<file path="config.mk">
export PLATFORM = sky130hd
export DESIGN_NAME = display_bars_peak
export DESIGN_NICKNAME = d
export VERILOG_FILES = /design/src/rtl/display_bars_pkg.sv /design/src/rtl/display_bars_peak_hold_channel.sv /design/src/rtl/display_bars_peak.sv
export SDC_FILE = /design/constraint.sdc
export NUM_CORES = 1
export LEC_CHECK = 0
export ABC_AREA = 0
export BUFFER_PORTS_ARGS = -buffer_cell sky130_fd_sc_hd__buf_4
export CAP_MARGIN = 20
export CORE_UTILIZATION = 56
export CTS_CLUSTER_DIAMETER = 30
export DETAILED_ROUTE_END_ITERATION = 8
export GPL_TIMING_DRIVEN = 0
export PLACE_DENSITY = 0.83
export SLEW_MARGIN = 0
export SYNTH_ARGS = -nofsm -noshare
export SYNTH_HDL_FRONTEND = slang
export SYNTH_SLANG_ARGS = --single-unit
</file>
<file path="constraint.sdc">
create_clock -name pixel_clk -period 4.6 [get_ports pixel_clk]
set_input_delay 0 -clock pixel_clk [delete_from_list [all_inputs] [get_ports pixel_clk]]
set_output_delay 0 -clock pixel_clk [all_outputs]
set_load 0.05 [all_outputs]
</file>
<file path="src/rtl/display_bars_pkg.sv">
// Shared types, colours and helpers for the level-bar overlay.
// Imported by the overlay top and its per-band peak-hold channels.
package display_bars_pkg;

    typedef enum logic {
        HOLD  = 1'b0,
        DECAY = 1'b1
    } peak_state_t;

    typedef struct packed {
        logic [7:0] r;
        logic [7:0] g;
        logic [7:0] b;
    } rgb_t;

    localparam rgb_t BLACK  = '{r: 8'd0,   g: 8'd0,   b: 8'd0};
    localparam rgb_t WHITE  = '{r: 8'd255, g: 8'd255, b: 8'd255};
    localparam rgb_t YELLOW = '{r: 8'd255, g: 8'd255, b: 8'd0};
    localparam rgb_t GREEN  = '{r: 8'd0,   g: 8'd255, b: 8'd0};
    localparam rgb_t RED    = '{r: 8'd255, g: 8'd0,   b: 8'd0};

    // Unsigned min(x, max_h); callers narrow the result to the bar height width.
    function automatic logic [31:0] clamp(input logic [63:0] x, input logic [31:0] max_h);
        return (x > {32'd0, max_h}) ? max_h : x[31:0];
    endfunction

endpackage

</file>
<file path="src/rtl/display_bars_peak_hold_channel.sv">
// One band: frame-latched height/threshold, threshold-hit flag and a
// peak-hold marker that holds for a number of frames and then decays.
module peak_hold_channel
    import display_bars_pkg::*;
#(
    parameter int VAL_W            = 32,
    parameter int MAX_H            = 359,
    parameter int HW               = 9,
    parameter int PEAK_HOLD_FRAMES = 30,
    parameter int PEAK_DECAY       = 4
) (
    input  logic             pixel_clk,
    input  logic             rst,
    input  logic             strobe_en,
    input  logic [VAL_W-1:0] level,
    input  logic [VAL_W-1:0] threshold,
    output logic [HW-1:0]    height,
    output logic [HW-1:0]    thr,
    output logic [HW-1:0]    peak,
    output logic             hit
);

    localparam int CW = $clog2(PEAK_HOLD_FRAMES + 1);

    peak_state_t   state, state_nxt;
    logic [CW-1:0] hold_cnt, hold_nxt;
    logic [HW-1:0] peak_nxt, dec;
    logic [HW-1:0] h_new, t_new;

    assign h_new = HW'(clamp(64'(level), 32'(MAX_H)));
    assign t_new = HW'(clamp(64'(threshold), 32'(MAX_H)));

    always_ff @(posedge pixel_clk) begin
        if (rst)
            state <= HOLD;
        else if (strobe_en)
            state <= state_nxt;
    end

    always_comb begin
        state_nxt = state;
        if (h_new >= peak)
            state_nxt = HOLD;
        else if (state == HOLD && hold_cnt == '0)
            state_nxt = DECAY;
    end

    always_comb begin
        peak_nxt = peak;
        hold_nxt = hold_cnt;
        dec      = '0;
        if (h_new >= peak) begin
            peak_nxt = h_new;
            hold_nxt = CW'(PEAK_HOLD_FRAMES);
        end else if (state == HOLD) begin
            if (hold_cnt != '0)
                hold_nxt = hold_cnt - CW'(1);
        end else begin
            // Saturate at zero, but never fall below the live height.
            dec      = (peak > HW'(PEAK_DECAY)) ? peak - HW'(PEAK_DECAY) : '0;
            peak_nxt = (dec > h_new) ? dec : h_new;
        end
    end

    always_ff @(posedge pixel_clk) begin
        if (rst) begin
            height   <= '0;
            thr      <= '0;
            peak     <= '0;
            hold_cnt <= '0;
            hit      <= 1'b0;
        end else if (strobe_en) begin
            height   <= h_new;
            thr      <= t_new;
            peak     <= peak_nxt;
            hold_cnt <= hold_nxt;
            hit      <= (h_new >= t_new);
        end
    end

endmodule

</file>
<file path="src/rtl/display_bars_peak.sv">
// N-band level-bar overlay with threshold lines and peak-hold markers.
// Band values latch once per frame; pixel colour is two cycles behind h/v.
module display_bars_peak
    import display_bars_pkg::*;
#(
    parameter int NUM_BARS         = 3,
    parameter int VAL_W            = 32,
    parameter int BAR_REGION_TOP   = 360,
    parameter int BAR_BOTTOM       = 719,
    parameter int BAR_START_X      = 240,
    parameter int BAR_WIDTH        = 40,
    parameter int BAR_SPACING      = 40,
    parameter int VBLANK_LINE      = 720,
    parameter int PEAK_HOLD_FRAMES = 30,
    parameter int PEAK_DECAY       = 4
) (
    input  logic                      pixel_clk,
    input  logic                      rst,
    input  logic [NUM_BARS*VAL_W-1:0] levels,
    input  logic [NUM_BARS*VAL_W-1:0] thresholds,
    input  logic                      freeze,
    input  logic [10:0]               h_count,
    input  logic [9:0]                v_count,
    output logic [7:0]                pixel_red,
    output logic [7:0]                pixel_green,
    output logic [7:0]                pixel_blue,
    output logic [NUM_BARS-1:0]       threshold_hit
);

    localparam int MAX_H = BAR_BOTTOM - BAR_REGION_TOP;
    localparam int HW    = $clog2(MAX_H + 1);
    localparam int PITCH = BAR_WIDTH + BAR_SPACING;
    localparam int BI_W  = (NUM_BARS > 1) ? $clog2(NUM_BARS) : 1;

    logic                strobe_en;
    logic [HW-1:0]       height [NUM_BARS];
    logic [HW-1:0]       thr    [NUM_BARS];
    logic [HW-1:0]       peak   [NUM_BARS];
    wire  [NUM_BARS-1:0] hit_w;

    assign strobe_en     = (h_count == 11'd0) && (v_count == 10'(VBLANK_LINE)) && !freeze;
    assign threshold_hit = hit_w;

    for (genvar i = 0; i < NUM_BARS; i++) begin : g_band
        peak_hold_channel #(
            .VAL_W            (VAL_W),
            .MAX_H            (MAX_H),
            .HW               (HW),
            .PEAK_HOLD_FRAMES (PEAK_HOLD_FRAMES),
            .PEAK_DECAY       (PEAK_DECAY)
        ) u_chan (
            .pixel_clk (pixel_clk),
            .rst       (rst),
            .strobe_en (strobe_en),
            .level     (levels[i*VAL_W +: VAL_W]),
            .threshold (thresholds[i*VAL_W +: VAL_W]),
            .height    (height[i]),
            .thr       (thr[i]),
            .peak      (peak[i]),
            .hit       (hit_w[i])
        );
    end

    logic [BI_W-1:0] bar_idx;
    logic            in_bar;

    always_comb begin
        bar_idx = '0;
        in_bar  = 1'b0;
        for (int i = 0; i < NUM_BARS; i++) begin
            if (int'(h_count) >= BAR_START_X + i*PITCH &&
                int'(h_count) <  BAR_START_X + i*PITCH + BAR_WIDTH) begin
                in_bar  = 1'b1;
                bar_idx = BI_W'(i);
            end
        end
        if (int'(v_count) < BAR_REGION_TOP || int'(v_count) > BAR_BOTTOM)
            in_bar = 1'b0;
    end

    // Stage 1: band index, in-bar flag, row
    logic [BI_W-1:0] bar_idx_p1;
    logic            in_bar_p1;
    logic [9:0]      v_p1;

    always_ff @(posedge pixel_clk) begin
        if (rst) begin
            bar_idx_p1 <= '0;
            in_bar_p1  <= 1'b0;
            v_p1       <= '0;
        end else begin
            bar_idx_p1 <= bar_idx;
            in_bar_p1  <= in_bar;
            v_p1       <= v_count;
        end
    end

    logic [HW-1:0] sel_height, sel_thr, sel_peak;
    logic          sel_hit;
    logic [10:0]   v_ext, thr_row, peak_row, body_row, thr_dist;
    rgb_t          rgb_nxt;

    always_comb begin
        sel_height = height[bar_idx_p1];
        sel_thr    = thr[bar_idx_p1];
        sel_peak   = peak[bar_idx_p1];
        sel_hit    = hit_w[bar_idx_p1];
        v_ext      = {1'b0, v_p1};
        thr_row    = 11'(BAR_BOTTOM) - 11'(sel_thr);
        peak_row   = 11'(BAR_BOTTOM) - 11'(sel_peak);
        body_row   = 11'(BAR_BOTTOM) - 11'(sel_height);
        // Distance taken in the non-negative direction so it never wraps.
        thr_dist   = (v_ext >= thr_row) ? v_ext - thr_row : thr_row - v_ext;
        rgb_nxt    = BLACK;
        if (in_bar_p1) begin
            if (thr_dist <= 11'd1)
                rgb_nxt = GREEN;
            else if (sel_peak != '0 && v_ext == peak_row)
                rgb_nxt = RED;
            else if (v_ext > body_row)
                rgb_nxt = sel_hit ? YELLOW : WHITE;
        end
    end

    // Stage 2: output colour
    rgb_t rgb_p2;

    always_ff @(posedge pixel_clk) begin
        if (rst)
            rgb_p2 <= BLACK;
        else
            rgb_p2 <= rgb_nxt;
    end

    assign pixel_red   = rgb_p2.r;
    assign pixel_green = rgb_p2.g;
    assign pixel_blue  = rgb_p2.b;

endmodule

</file>
==> Flow_metrics.wiki, run 1 <==
{| class="wikitable"
! Metric !! Value
|-
| Cell count after placement || 1772
|-
| Number of nets produced by synthesis || 1650
|-
| Total global routing overflow || 0
|-
| Top FF cell, synth || sky130_fd_sc_hd__dfxtp_1
|-
| Via count of the first global-routing pass || 10800
|-
| Core Box Area || 17500 um^2
|-
| H-tree Lvls || 4
|-
| Setup tns final || 0 ns
|-
| Global-route wire length before repair || 52.8 mm
|-
| Total number of vias || 11100
|-
| Mapped Avg Cell Area || 7.78 um^2
|-
| Final wirelength || 33.9 mm
|-
| Count of final max-slew check failures || 0
|-
| TritonCTS clock tree || built
|-
| Cell area after placement || 12300 um^2
|-
| Layout cells sized above 1 || 0.212
|-
| Most common library cell in the layout ignoring fill and taps || sky130_fd_sc_hd__buf_4
|-
| Proportion of synthesized flip-flops having asynchronous set or reset || 0
|-
| EDFF count, synth || 0
|-
| Path category of the worst min-delay check || primary input to register
|-
| Final worst path period share || 0.917
|-
| Final setup violation count || 0
|-
| Peak supply drop || 268 uV
|-
| Total clock sinks || 118
|-
| Fmax || 237 MHz
|-
| Total number of nets in the final design || 1950
|-
| Number of different library cells in the post-synthesis netlist || 78
|-
| Register bit count reported by yosys || 118
|-
| Synthesis warning total || 0
|-
| Area added between synthesis and finish || 30.7%
|-
| Maximum number of buffers from clock root to sink || 2
|-
| Crit-path cells || buf_4 -> buf_6 -> buf_2 -> buf_2 -> mux2i_1 -> o21a_1 -> inv_1 -> ha_1 -> fa_1 -> nand2b_1 -> a21oi_1 -> or4_1 -> a31oi_1 -> xnor2_1 -> o21ai_1 -> o32ai_2 -> and4bb_1
|-
| Buffer cell driving the clock tree root || sky130_fd_sc_hd__clkbuf_16
|-
| Starting density of the core || 0.579
|-
| Post-route clock skew || 0.00633 ns
|-
| Most used cells in the layout excluding fill and tap cells || sky130_fd_sc_hd__buf_4, sky130_fd_sc_hd__nor2_1, sky130_fd_sc_hd__ha_1
|-
| Power density over the cells || 210 nW/um^2
|-
| Ports placed on the boundary || 243
|-
| MaxCap Viol Count || 0
|-
| Clock insertion delay at the later pin of the skew report || 0.42 ns
|-
| Setup ws final || 0.381 ns
|-
| Number of buffers inserted during clock tree synthesis || 17
|-
| Fin crit period || 4.22 ns
|-
| Clock transition at the registers of the reported paths || 0.06 ns
|-
| Part of the Yosys area used for sequential elements || 0.232
|-
| Per-cell routed wire length || 18.4 um
|-
| Final std cells w/o fill || 1844
|-
| Leakage power || 5.64 nW
|-
| Most used cell along the critical path || sky130_fd_sc_hd__buf_2
|-
| DIE HEIGHT || 137 um
|-
| Total non-filler cell area in the finished layout || 13300 um^2
|-
| Remaining routing DRC violations || 0
|-
| GRT Resource Usage Total || 0.368
|-
| Sort of element at the end of the critical path || register
|-
| Cell count after synthesis || 1306
|-
| Row Count || 48
|-
| Die W || 137 um
|-
| Vias per inst || 6.00
|-
| Class of the most critical setup path || register to register
|-
| Setup repair after global routing missed its margin || false
|-
| Count of endpoints failing hold in the final timing report || 0
|-
| Die area || 18700 um^2
|-
| Drt initial violations || 970
|-
| Post-placement worst setup slack || 0.514 ns
|-
| First-pass iteration count of the detailed router || 6
|-
| Category of cells accounting for the largest share of critical-path delay || compound AO/OA/AOI/OAI gates
|-
| Diodes inserted || 0
|-
| Placer's final routability congestion estimate || 0.989
|-
| Worst Tran Pin Value || 0.952 ns
|-
| Input/output buffers || 241
|-
| Worst path bufs/invs || 5
|-
| Headroom to the max-slew limit || 0.365
|-
| Required time of the critical path || 4.92 ns
|-
| Post-DP HPWL || 25.9 mm
|-
| Delay of the slowest critical-path stage || 0.41 ns
|-
| Pin count of the biggest net entering global routing || 17
|-
| Number of antenna violations at the first check in global routing || 0
|-
| Critical Path AT || 4.54 ns
|-
| Synthesized area || 10200 um^2
|-
| Slowest library cell on the worst path || sky130_fd_sc_hd__fa_1
|-
| DRT antenna net count || 0
|-
| Status || completed
|-
| Largest fanout on the critical path || 10
|-
| Nature of the critical path startpoint || register
|}
-- cells by family (layout without fill, tap and decap cells) --
family / count (synthesis) / after routing / share of synthesized area
and+or+nand+nor: 486 / 486 / 0.243
adders and majority gates: 128 / 128 / 0.159
DFF: 118 / 118 / 0.232
xor gates and xnor gates: 45 / 45 / 0.0388
muxes: 47 / 47 / 0.0464
buffers and inverters: 178 / 491 / 0.0798
AOI/OAI and AO/OA: 304 / 304 / 0.201
-- final cells by class --
type,instances,area [um^2]
plain buffers,83,454
clock buffers,18,429
clock inverters,14,200
fillers,1353,4260
inverters,95,357
multi-input cells,1010,6990
flip-flops and latches,118,2360
well taps,225,282
repair buffers,281,2210
-- layer usage --
metal	part of all wire	GRT usage	vias to the layer above
li1	-	-	5242
met1	0.40	0.440	5111
met2	0.47	0.623	593
met3	0.083	0.0659	126
met4	0.051	0.198	0
met5	0	0	-
-- registers in the layout (all words and copies together) (netlist names), 2 cells and up --
| signal | flops |
|---|---|
| g_band.u_chan.height | 27 |
| g_band.u_chan.peak | 27 |
| g_band.u_chan.thr | 27 |
| g_band.u_chan.hold_cnt | 15 |
| v_p1 | 10 |
| g_band.u_chan.hit | 3 |
| g_band.u_chan.state | 3 |
| bar_idx_p1 | 2 |
-- synthesized netlist by cell type (4+ instances only) --
library cell,instances,area share
sky130_fd_sc_hd__a21oi_1,90,0.044
sky130_fd_sc_hd__nor4b_1,4,0.0034
sky130_fd_sc_hd__nor3_1,27,0.013
sky130_fd_sc_hd__nor4_1,45,0.028
sky130_fd_sc_hd__o211ai_1,8,0.0059
sky130_fd_sc_hd__nand3_1,28,0.014
sky130_fd_sc_hd__xnor2_1,37,0.032
sky130_fd_sc_hd__o2bb2ai_2,4,0.0059
sky130_fd_sc_hd__nor2b_1,29,0.018
sky130_fd_sc_hd__and4b_1,6,0.0059
sky130_fd_sc_hd__nand4_1,22,0.014
sky130_fd_sc_hd__nand4b_1,4,0.0034
sky130_fd_sc_hd__nor2_1,143,0.053
sky130_fd_sc_hd__inv_1,94,0.035
sky130_fd_sc_hd__o22ai_1,5,0.0031
sky130_fd_sc_hd__o21a_1,18,0.013
sky130_fd_sc_hd__o211a_1,9,0.0089
sky130_fd_sc_hd__and3_1,4,0.0025
sky130_fd_sc_hd__a211oi_1,54,0.040
sky130_fd_sc_hd__xor2_1,8,0.0069
sky130_fd_sc_hd__dfxtp_1,118,0.23
sky130_fd_sc_hd__a31oi_1,5,0.0031
sky130_fd_sc_hd__buf_4,26,0.019
sky130_fd_sc_hd__clkbuf_1,35,0.013
sky130_fd_sc_hd__o21ai_0,47,0.023
sky130_fd_sc_hd__ha_1,126,0.16
sky130_fd_sc_hd__nand2_1,109,0.040
sky130_fd_sc_hd__a211o_1,4,0.0034
sky130_fd_sc_hd__and2_1,7,0.0043
sky130_fd_sc_hd__mux2i_1,46,0.045
sky130_fd_sc_hd__buf_2,12,0.0059
sky130_fd_sc_hd__buf_6,4,0.0044
sky130_fd_sc_hd__buf_1,6,0.0022
sky130_fd_sc_hd__a21o_1,16,0.012
sky130_fd_sc_hd__nand2b_1,31,0.019
sky130_fd_sc_hd__o21ai_1,6,0.0030
-- per-stage QoR --
step / util / hold slack, ns / power (mW)
after floorplan: - / 0.128 / 1.15
after global placement: 0.699 / 0.234 / 1.33
after detailed placement: 0.699 / 0.240 / 1.34
after CTS: 0.757 / 0.00132 / 2.77
after global routing: 0.757 / 0.0253 / 2.85
final: 0.757 / 0.00246 / 2.78
-- final timing paths --
| check | slack (ns) | start | endpoint | cells past startpoint |
|---|---|---|---|---|
| worst max-delay path | 0.38 | bar_idx_p1[1] | pixel_blue[6] | 17 |
| worst min-delay path | 0.002 | levels[32] | g_band[1].u_chan.height[0] | 3 |
| worst max register to register | 0.38 | bar_idx_p1[1] | pixel_blue[6] | 17 |
| worst min register to register | 0.45 | g_band[2].u_chan.height[7] | g_band[2].u_chan.height[7] | 2 |
-- worst reg2reg max path: stages, from the launching register on --
cell and delay, ns:
sky130_fd_sc_hd__dfxtp_1 0.32, sky130_fd_sc_hd__buf_4 0.15, sky130_fd_sc_hd__buf_6 0.17, sky130_fd_sc_hd__buf_2 0.29
sky130_fd_sc_hd__buf_2 0.37, sky130_fd_sc_hd__mux2i_1 0.28, sky130_fd_sc_hd__o21a_1 0.20, sky130_fd_sc_hd__inv_1 0.07
sky130_fd_sc_hd__ha_1 0.21, sky130_fd_sc_hd__fa_1 0.41, sky130_fd_sc_hd__nand2b_1 0.20, sky130_fd_sc_hd__a21oi_1 0.29
sky130_fd_sc_hd__or4_1 0.16, sky130_fd_sc_hd__a31oi_1 0.10, sky130_fd_sc_hd__xnor2_1 0.16, sky130_fd_sc_hd__o21ai_1 0.09
sky130_fd_sc_hd__o32ai_2 0.39, sky130_fd_sc_hd__and4bb_1 0.26
-- power by group --
part,total [mW],internal (mW),switching [mW]
combinational,0.319,0.185,0.133
clock,1.43,0.910,0.518
sequential,1.04,1.03,0.00959
total,2.78,2.12,0.661
-- timing repair --
| item | 4_1_cts | 5_1_grt |
|---|---|---|
| hold endpoints to repair | 37 | 0 |
| hold buffers | 40 | 0 |
| setup buffers | 0 | 0 |
| resized for setup | 0 | 0 |
No activity file was read; power rests on OpenSTA's default activity.
==> inputs of run 2 (changes only) <==
- CELL_PAD_IN_SITES_DETAIL_PLACEMENT: default -> 0
- CELL_PAD_IN_SITES_GLOBAL_PLACEMENT: default -> 1
- CORE_UTILIZATION: 56 -> 40
- PLACE_DENSITY: 0.83 -> default
- PLACE_DENSITY_LB_ADDON: default -> 0.1
==> run 2 against run 1 <==
Net effect: count of clock-buffer cells in the layout unchanged; first-iteration DRC count is 28% lower; sequential share of layout area shrank 0.28 points; die area up 39%; clock power is 4% higher; register-to-register slack lost 0.17 ns; worst hold slack improved by 0.0049 ns; combinational power is 1% lower; sequential power about the same; non-clock buffer count up 6; total power increased by 1.9%.
==> Flow_metrics.wiki, run 2 (synthesized netlist as in run 1, its figures left out) <==
{| class="wikitable"
! Metric !! Value
|-
| Critical Path AT || 4.70 ns (+0.16 ns)
|-
| Total number of vias || 10400 (-6.1%)
|-
| Setup ws final || 0.207 ns (-0.174 ns)
|-
| Start point of the critical path || bar_idx_p1[1]
|-
| Count of cells along the worst register-to-register path || 17 (unchanged)
|-
| Critical path capture point || pixel_blue[6]
|-
| Total number of nets in the final design || 1956 (+0.31%)
|-
| Cell count after placement || 1871 (+5.6%)
|-
| Pin count of the biggest net entering global routing || 17 (unchanged)
|-
| Buffer cell driving the clock tree root || sky130_fd_sc_hd__clkbuf_16
|-
| Remaining routing DRC violations || 0 (unchanged)
|-
| Worst Tran Pin Value || 0.874 ns (-0.0780 ns)
|-
| Peak supply drop || 195 uV (-27%)
|-
| Headroom to the max-slew limit || 0.417 (+0.0520)
|-
| Final setup violation count || 0 (unchanged)
|-
| Setup repair after global routing missed its margin || false
|-
| Critical register-to-register path endpoint || pixel_blue[6]
|-
| Starting density of the core || 0.413 (-0.166)
|-
| Path category of the worst min-delay check || primary input to register
|-
| Most used cells in the layout excluding fill and tap cells || sky130_fd_sc_hd__buf_4, sky130_fd_sc_hd__nor2_1, sky130_fd_sc_hd__ha_1
|-
| Total clock sinks || 118 (unchanged)
|-
| Power density over the cells || 210 nW/um^2 (+0.30%)
|-
| Row Count || 57 (+19%)
|-
| Class of the most critical setup path || register to register
|-
| Ports placed on the boundary || 243 (unchanged)
|-
| Leakage power || 5.68 nW (+0.63%)
|-
| DRT antenna net count || 0 (unchanged)
|-
| Count of final max-slew check failures || 0 (unchanged)
|-
| GRT Resource Usage Total || 0.263 (-0.105)
|-
| Top Registers || g_band.u_chan.height (27), g_band.u_chan.peak (27), g_band.u_chan.thr (27)
|-
| DIE HEIGHT || 161 um (+18%)
|-
| H-tree Lvls || 4 (unchanged)
|-
| Number of antenna violations at the first check in global routing || 0 (unchanged)
|-
| Diodes inserted || 0 (unchanged)
|-
| Clock insertion delay at the later pin of the skew report || 0.42 ns (about the same)
|-
| Slack of the worst reg-to-reg path || 0.21 ns (-0.17 ns)
|-
| Clock transition at the registers of the reported paths || 0.06 ns (about the same)
|-
| Final std cells w/o fill || 1949 (+5.7%)
|-
| Die W || 161 um (+18%)
|-
| Area added between synthesis and finish || 32.8%
|-
| Post-DP HPWL || 27.8 mm (+7.3%)
|-
| Count of endpoints failing hold in the final timing report || 0 (unchanged)
|-
| Die area || 26000 um^2 (+39%)
|-
| Final Util || 0.548 (-0.209)
|-
| Setup fix buffers added after clock tree synthesis || 0 (unchanged)
|-
| Input/output buffers || 241 (unchanged)
|-
| Fmax || 228 MHz (-4.0%)
|-
| Maximum number of buffers from clock root to sink || 2 (unchanged)
|-
| Setup tns final || 0 ns (unchanged)
|-
| Layout cells sized above 1 || 0.211 (-0.000782)
|-
| TritonCTS clock tree || built
|-
| Sort of element at the end of the critical path || register
|-
| Placer's final routability congestion estimate || 0.964 (-2.5%)
|-
| Post-cts repair resize count || 0 (unchanged)
|-
| Startpoint of the worst register-to-register path || bar_idx_p1[1]
|-
| Fin crit period || 4.39 ns (+0.174 ns)
|-
| Final wirelength || 34.1 mm (+0.76%)
|-
| Status || completed
|-
| Hold Worst Slack || 0.00733 ns (+0.00486 ns)
|-
| Global-route wire length before repair || 53.3 mm (+0.81%)
|-
| Core Box Area || 24600 um^2 (+40%)
|-
| Post-route clock skew || 0.0109 ns (+0.00458 ns)
|-
| Final worst path period share || 0.955 (+0.0378)
|-
| Per-cell routed wire length || 17.5 um (-4.7%)
|-
| First-pass iteration count of the detailed router || 8 (+2)
|-
| Nature of the critical path startpoint || register
|-
| Required time of the critical path || 4.90 ns (-0.02 ns)
|-
| Vias per inst || 5.33 (-11%)
|-
| Post-placement worst setup slack || 0.316 ns (-0.198 ns)
|-
| Largest fanout on the critical path || 10 (unchanged)
|-
| MaxCap Viol Count || 0 (unchanged)
|-
| Most common library cell in the layout ignoring fill and taps || sky130_fd_sc_hd__buf_4
|-
| Number of buffers inserted during clock tree synthesis || 17 (unchanged)
|-
| Total global routing overflow || 0 (unchanged)
|-
| Drt initial violations || 699 (-28%)
|-
| Via count of the first global-routing pass || 10300 (-4.4%)
|}
run 2: layer usage:
| metal | global-route usage | up-vias | share of wire |
|---|---|---|---|
| met5 | 0 | - | 0 |
| met4 | 0.0742 | 0 | 0.021 |
| met3 | 0.0473 | 47 | 0.057 |
| met2 | 0.462 | 252 | 0.48 |
| met1 | 0.326 | 4845 | 0.44 |
| li1 | - | 5252 | - |
run 2: cell type report:
cell class | count | area, um^2
sequential | 118 | 2360
tap | 324 | 405
buffer | 83 | 454
clock buffer | 18 | 429
fill | 2403 | 11100
multi-input combinational | 1010 | 6990
timing repair buffer | 287 | 2270
clock inverter | 14 | 225
inverter | 95 | 357
run 2: what timing repair did:
item / in CTS / in global routing
endpoints found under the hold margin: 41 / 0
hold buffers: 46 / 0
endpoints found under the setup margin: 0 / 0
run 2: worst max-delay path: stages (launching register included):
cell	delay, ns
sky130_fd_sc_hd__dfxtp_1	0.30
sky130_fd_sc_hd__buf_4	0.15
sky130_fd_sc_hd__buf_6	0.17
sky130_fd_sc_hd__buf_2	0.30
sky130_fd_sc_hd__buf_2	0.36
sky130_fd_sc_hd__mux2i_1	0.47
sky130_fd_sc_hd__o21a_1	0.19
sky130_fd_sc_hd__inv_1	0.05
sky130_fd_sc_hd__ha_1	0.20
sky130_fd_sc_hd__fa_1	0.39
sky130_fd_sc_hd__nand2b_1	0.19
sky130_fd_sc_hd__a21oi_1	0.27
sky130_fd_sc_hd__or4_1	0.16
sky130_fd_sc_hd__a31oi_1	0.09
sky130_fd_sc_hd__xnor2_1	0.15
sky130_fd_sc_hd__o21ai_1	0.09
sky130_fd_sc_hd__o32ai_2	0.45
sky130_fd_sc_hd__and4bb_1	0.28
run 2: stage by stage:
stage / total power, mW / cell area [um^2]
finish: 2.84 / 13500
global route: 2.93 / 13500
CTS: 2.85 / 13500
detailed placement: 1.34 / 12400
global placement: 1.34 / 12400
floorplan: 1.15 / 10200
run 2: how the worst min path moves through the flow:
stage | startpoint | end | slack (ns) | cells past startpoint
floorplan | v_count[0] | v_p1[0] | 0.13 | 1
global placement | v_count[8] | v_p1[8] | 0.23 | 2
detailed placement | v_count[8] | v_p1[8] | 0.23 | 2
CTS | levels[72] | g_band[2].u_chan.height[8] | 0.007 | 3
global route | levels[32] | g_band[1].u_chan.height[0] | 0.02 | 3
finish | levels[32] | g_band[1].u_chan.height[0] | 0.007 | 3
run 2: where the power goes:
| group | switching, mW | internal (mW) | leakage, nW |
|---|---|---|---|
| clock | 0.520 | 0.966 | 0.307 |
| combinational | 0.127 | 0.188 | 4.42 |
| sequential | 0.00792 | 1.03 | 0.953 |
==> inputs of run 3 (changes only) <==
- CORE_UTILIZATION: 40 -> 43
- clock period: 4.6 -> 5.7 ns (I/O delays scaled with it)
==> run 3 against run 2 <==
Net effect: the run now ends with negative hold slack left; non-clock buffer count is 3 lower; clock skew is 0.00075 ns lower; largest cell class unchanged; setup slack improved by 1.2 ns; die area fell by 6.9%; via count rose by 1.7%; count of clock-buffer cells in the layout grew 3; utilization increased by 3.8 points.
==> Flow_metrics.wiki, run 3 (synthesized netlist as in run 1, its figures left out) <==
{| class="wikitable"
! Metric !! Value
|-
| Status || complete, but fails checks
|-
| Violated checks || negative hold slack
|-
| Power density over the cells || 168 nW/um^2 (-20%)
|-
| Area added between synthesis and finish || 32.1%
|-
| Drt initial violations || 722 (+3.3%)
|-
| Critical Path AT || 4.63 ns (-0.07 ns)
|-
| Setup tns final || 0 ns (unchanged)
|-
| Post-route clock skew || 0.0102 ns (-0.000752 ns)
|-
| Hold Worst Slack || -0.000249 ns (-0.00758 ns)
|-
| TritonCTS clock tree || built
|-
| Crit-path cells || buf_4 -> buf_6 -> buf_2 -> buf_2 -> mux2i_1 -> o21a_1 -> inv_1 -> ha_1 -> fa_1 -> nand2b_1 -> a21oi_1 -> or4_1 -> a31oi_1 -> xnor2_1 -> o21ai_1 -> o32ai_2 -> and4bb_1
|-
| DRT antenna net count || 0 (unchanged)
|-
| Setup fix buffers added after clock tree synthesis || 0 (unchanged)
|-
| Path category of the worst min-delay check || primary input to register
|-
| Part of the total power dissipated in the clock network || 0.516 (-0.008)
|-
| Die W || 156 um (-3.5%)
|-
| Most common library cell in the layout ignoring fill and taps || sky130_fd_sc_hd__buf_4
|-
| Maximum number of buffers from clock root to sink || 2 (unchanged)
|-
| Input/output buffers || 241 (unchanged)
|-
| Largest fanout on the critical path || 10 (unchanged)
|-
| Slack of the worst reg-to-reg path || 1.38 ns (+1.17 ns)
|-
| Total global routing overflow || 0 (unchanged)
|-
| Via count of the first global-routing pass || 10200 (-0.36%)
|-
| First-pass iteration count of the detailed router || 5 (-3)
|-
| Slowest library cell on the worst path || sky130_fd_sc_hd__o32ai_2
|-
| Cells on Worst Hold Path || 3 (unchanged)
|-
| Per-cell routed wire length || 17.5 um (about the same)
|-
| Buffer cell driving the clock tree root || sky130_fd_sc_hd__clkbuf_16
|-
| Pin count of the biggest net entering global routing || 17 (unchanged)
|-
| CTS hold repair buffers || 43 (-6.5%)
|-
| Count of cells along the worst register-to-register path || 17 (unchanged)
|-
| Critical register-to-register path endpoint || pixel_blue[6]
|-
| Clock transition at the registers of the reported paths || 0.06 ns (about the same)
|-
| Number of antenna violations at the first check in global routing || 0 (unchanged)
|-
| GRT Resource Usage Total || 0.281 (+0.0181)
|-
| Peak supply drop || 160 uV (-18%)
|-
| Count of endpoints failing hold in the final timing report || 1 (+1)
|-
| Remaining routing DRC violations || 0 (unchanged)
|-
| Ports placed on the boundary || 243 (unchanged)
|-
| Post-DP HPWL || 27.3 mm (-1.9%)
|-
| Starting density of the core || 0.443 (+0.0304)
|-
| Fin crit period || 4.32 ns (-0.0684 ns)
|-
| Switching part of the total power || 0.229 (-0.00243)
|-
| Startpoint of the worst register-to-register path || bar_idx_p1[1]
|-
| Final wirelength || 33.9 mm (-0.74%)
|-
| Number of fill cells || 2210 (-8.0%)
|-
| Layout cells sized above 1 || 0.211 (-0.000226)
|-
| Switching power || 514 uW (-22%)
|-
| Total number of vias || 10600 (+1.7%)
|-
| MaxCap Viol Count || 0 (unchanged)
|-
| Nature of the critical path startpoint || register
|-
| Vias per inst || 5.46 (+2.4%)
|-
| Final std cells w/o fill || 1935 (-0.72%)
|-
| DIE HEIGHT || 156 um (-3.5%)
|-
| Count of final max-slew check failures || 0 (unchanged)
|-
| Clock insertion delay at the later pin of the skew report || 0.42 ns (about the same)
|-
| Fmax || 231 MHz (+1.6%)
|-
| Core Box Area || 22900 um^2 (-6.9%)
|-
| Placer's final routability congestion estimate || 0.947 (-1.7%)
|-
| Start point of the critical path || bar_idx_p1[1]
|-
| Class of the most critical setup path || register to register
|-
| Leakage power || 5.65 nW (-0.41%)
|-
| Final Util || 0.586 (+0.0376)
|-
| Int Pwr || 1.73 mW (-20%)
|-
| Diodes inserted || 0 (unchanged)
|-
| Setup repair after global routing missed its margin || false
|-
| Required time of the critical path || 6.00 ns (+1.10 ns)
|-
| Final Total Pwr || 2.25 mW (-21%)
|-
| Final worst path period share || 0.759 (-0.196)
|-
| Global-route wire length before repair || 52.9 mm (-0.69%)
|-
| Post-cts repair resize count || 0 (unchanged)
|-
| Number of buffers inserted during clock tree synthesis || 17 (unchanged)
|-
| Worst hold endpoint || g_band[1].u_chan.height[1]
|-
| Final setup violation count || 0 (unchanged)
|-
| Worst Min Path Start || levels[33]
|-
| Delay of the slowest critical-path stage || 0.43 ns (-0.04 ns)
|-
| Worst Tran Pin Value || 0.899 ns (+0.0249 ns)
|-
| Sort of element at the end of the critical path || register
|-
| Sequential fraction of design power || 0.371 (+0.006)
|-
| Headroom to the max-slew limit || 0.400 (-0.0166)
|-
| Cell count after placement || 1860 (-0.59%)
|-
| Part of the power in combinational logic || 0.113 (+0.002)
|-
| H-tree Lvls || 4 (unchanged)
|-
| Total clock sinks || 118 (unchanged)
|-
| Top Registers || g_band.u_chan.height (27), g_band.u_chan.peak (27), g_band.u_chan.thr (27)
|-
| Row Count || 55 (-3.5%)
|-
| Total number of nets in the final design || 1953 (-0.15%)
|-
| Most used cell along the critical path || sky130_fd_sc_hd__buf_2
|-
| Most used cells in the layout excluding fill and tap cells || sky130_fd_sc_hd__buf_4, sky130_fd_sc_hd__nor2_1, sky130_fd_sc_hd__ha_1
|-
| Die area || 24200 um^2 (-6.9%)
|}
-- run 3: cell count changes in the layout (fill, tap and decap cells not counted) --
cell	before	now
sky130_fd_sc_hd__bufinv_16	5	4
sky130_fd_sc_hd__clkbuf_1	36	37
sky130_fd_sc_hd__clkbuf_8	0	2
sky130_fd_sc_hd__clkinv_2	0	1
sky130_fd_sc_hd__clkinv_4	5	1
sky130_fd_sc_hd__clkinvlp_4	3	4
sky130_fd_sc_hd__dlygate4sd3_1	46	43
-- run 3: worst max-delay path, delay by kind of cell (launching register included) --
family          cells  cell delay [ns]
flops               1             0.31
fa+ha+maj           2             0.60
buf+inv             5             1.02
xor+xnor            1             0.17
mux                 1             0.41
simple gates        3             0.63
compound gates      5             1.07
-- run 3: area by class of cell --
class / count / area [um^2] / share of cell area
Clock buffer: 21 / 460 / 0.0343
Tap cell: 313 / 392 / 0.0292
Inverter: 95 / 357 / 0.0266
Multi-Input combinational cell: 1010 / 6990 / 0.521
Buffer: 83 / 454 / 0.0338
Sequential cell: 118 / 2360 / 0.176
Clock inverter: 11 / 173 / 0.0129
Timing Repair Buffer: 284 / 2240 / 0.167
-- run 3: per-stage QoR --
step,area [um^2],worst slack (ns),hold slack (ns)
CTS,13400,1.40,0.00157
finish,13400,1.38,-0.000249
floorplan,10200,2.23,0.128
global route,13400,1.08,0.00818
detailed placement,12400,1.46,0.245
global placement,12400,1.50,0.237
-- run 3: worst max-delay path by stage --
| stage | end | cells after the start | slack [ns] |
|---|---|---|---|
| after floorplan | pixel_blue[6] | 17 | 2.23 |
| after global placement | pixel_blue[6] | 17 | 1.50 |
| after detailed placement | pixel_blue[6] | 17 | 1.46 |
| after CTS | pixel_blue[6] | 17 | 1.40 |
| after global routing | pixel_blue[6] | 17 | 1.08 |
| final | pixel_blue[6] | 17 | 1.38 |
-- run 3: power by group through the flow --
| stage | sequential [mW] | clock, mW | combinational [mW] |
|---|---|---|---|
| 2_1_floorplan | 0.851 | 0 | 0.0806 |
| 3_3_place_gp | 0.853 | 0 | 0.226 |
| 3_5_place_dp | 0.853 | 0 | 0.229 |
| 4_1_cts | 0.836 | 1.17 | 0.253 |
| 5_1_grt | 0.836 | 1.21 | 0.275 |
| 6_report | 0.835 | 1.16 | 0.254 |
-- run 3: layer usage --
metal,track usage,share of wire,vias to the layer above
met5,0,0,-
met2,0.486,0.49,288
met3,0.0444,0.052,56
met1,0.354,0.44,4976
li1,-,-,5249
met4,0.0924,0.025,0
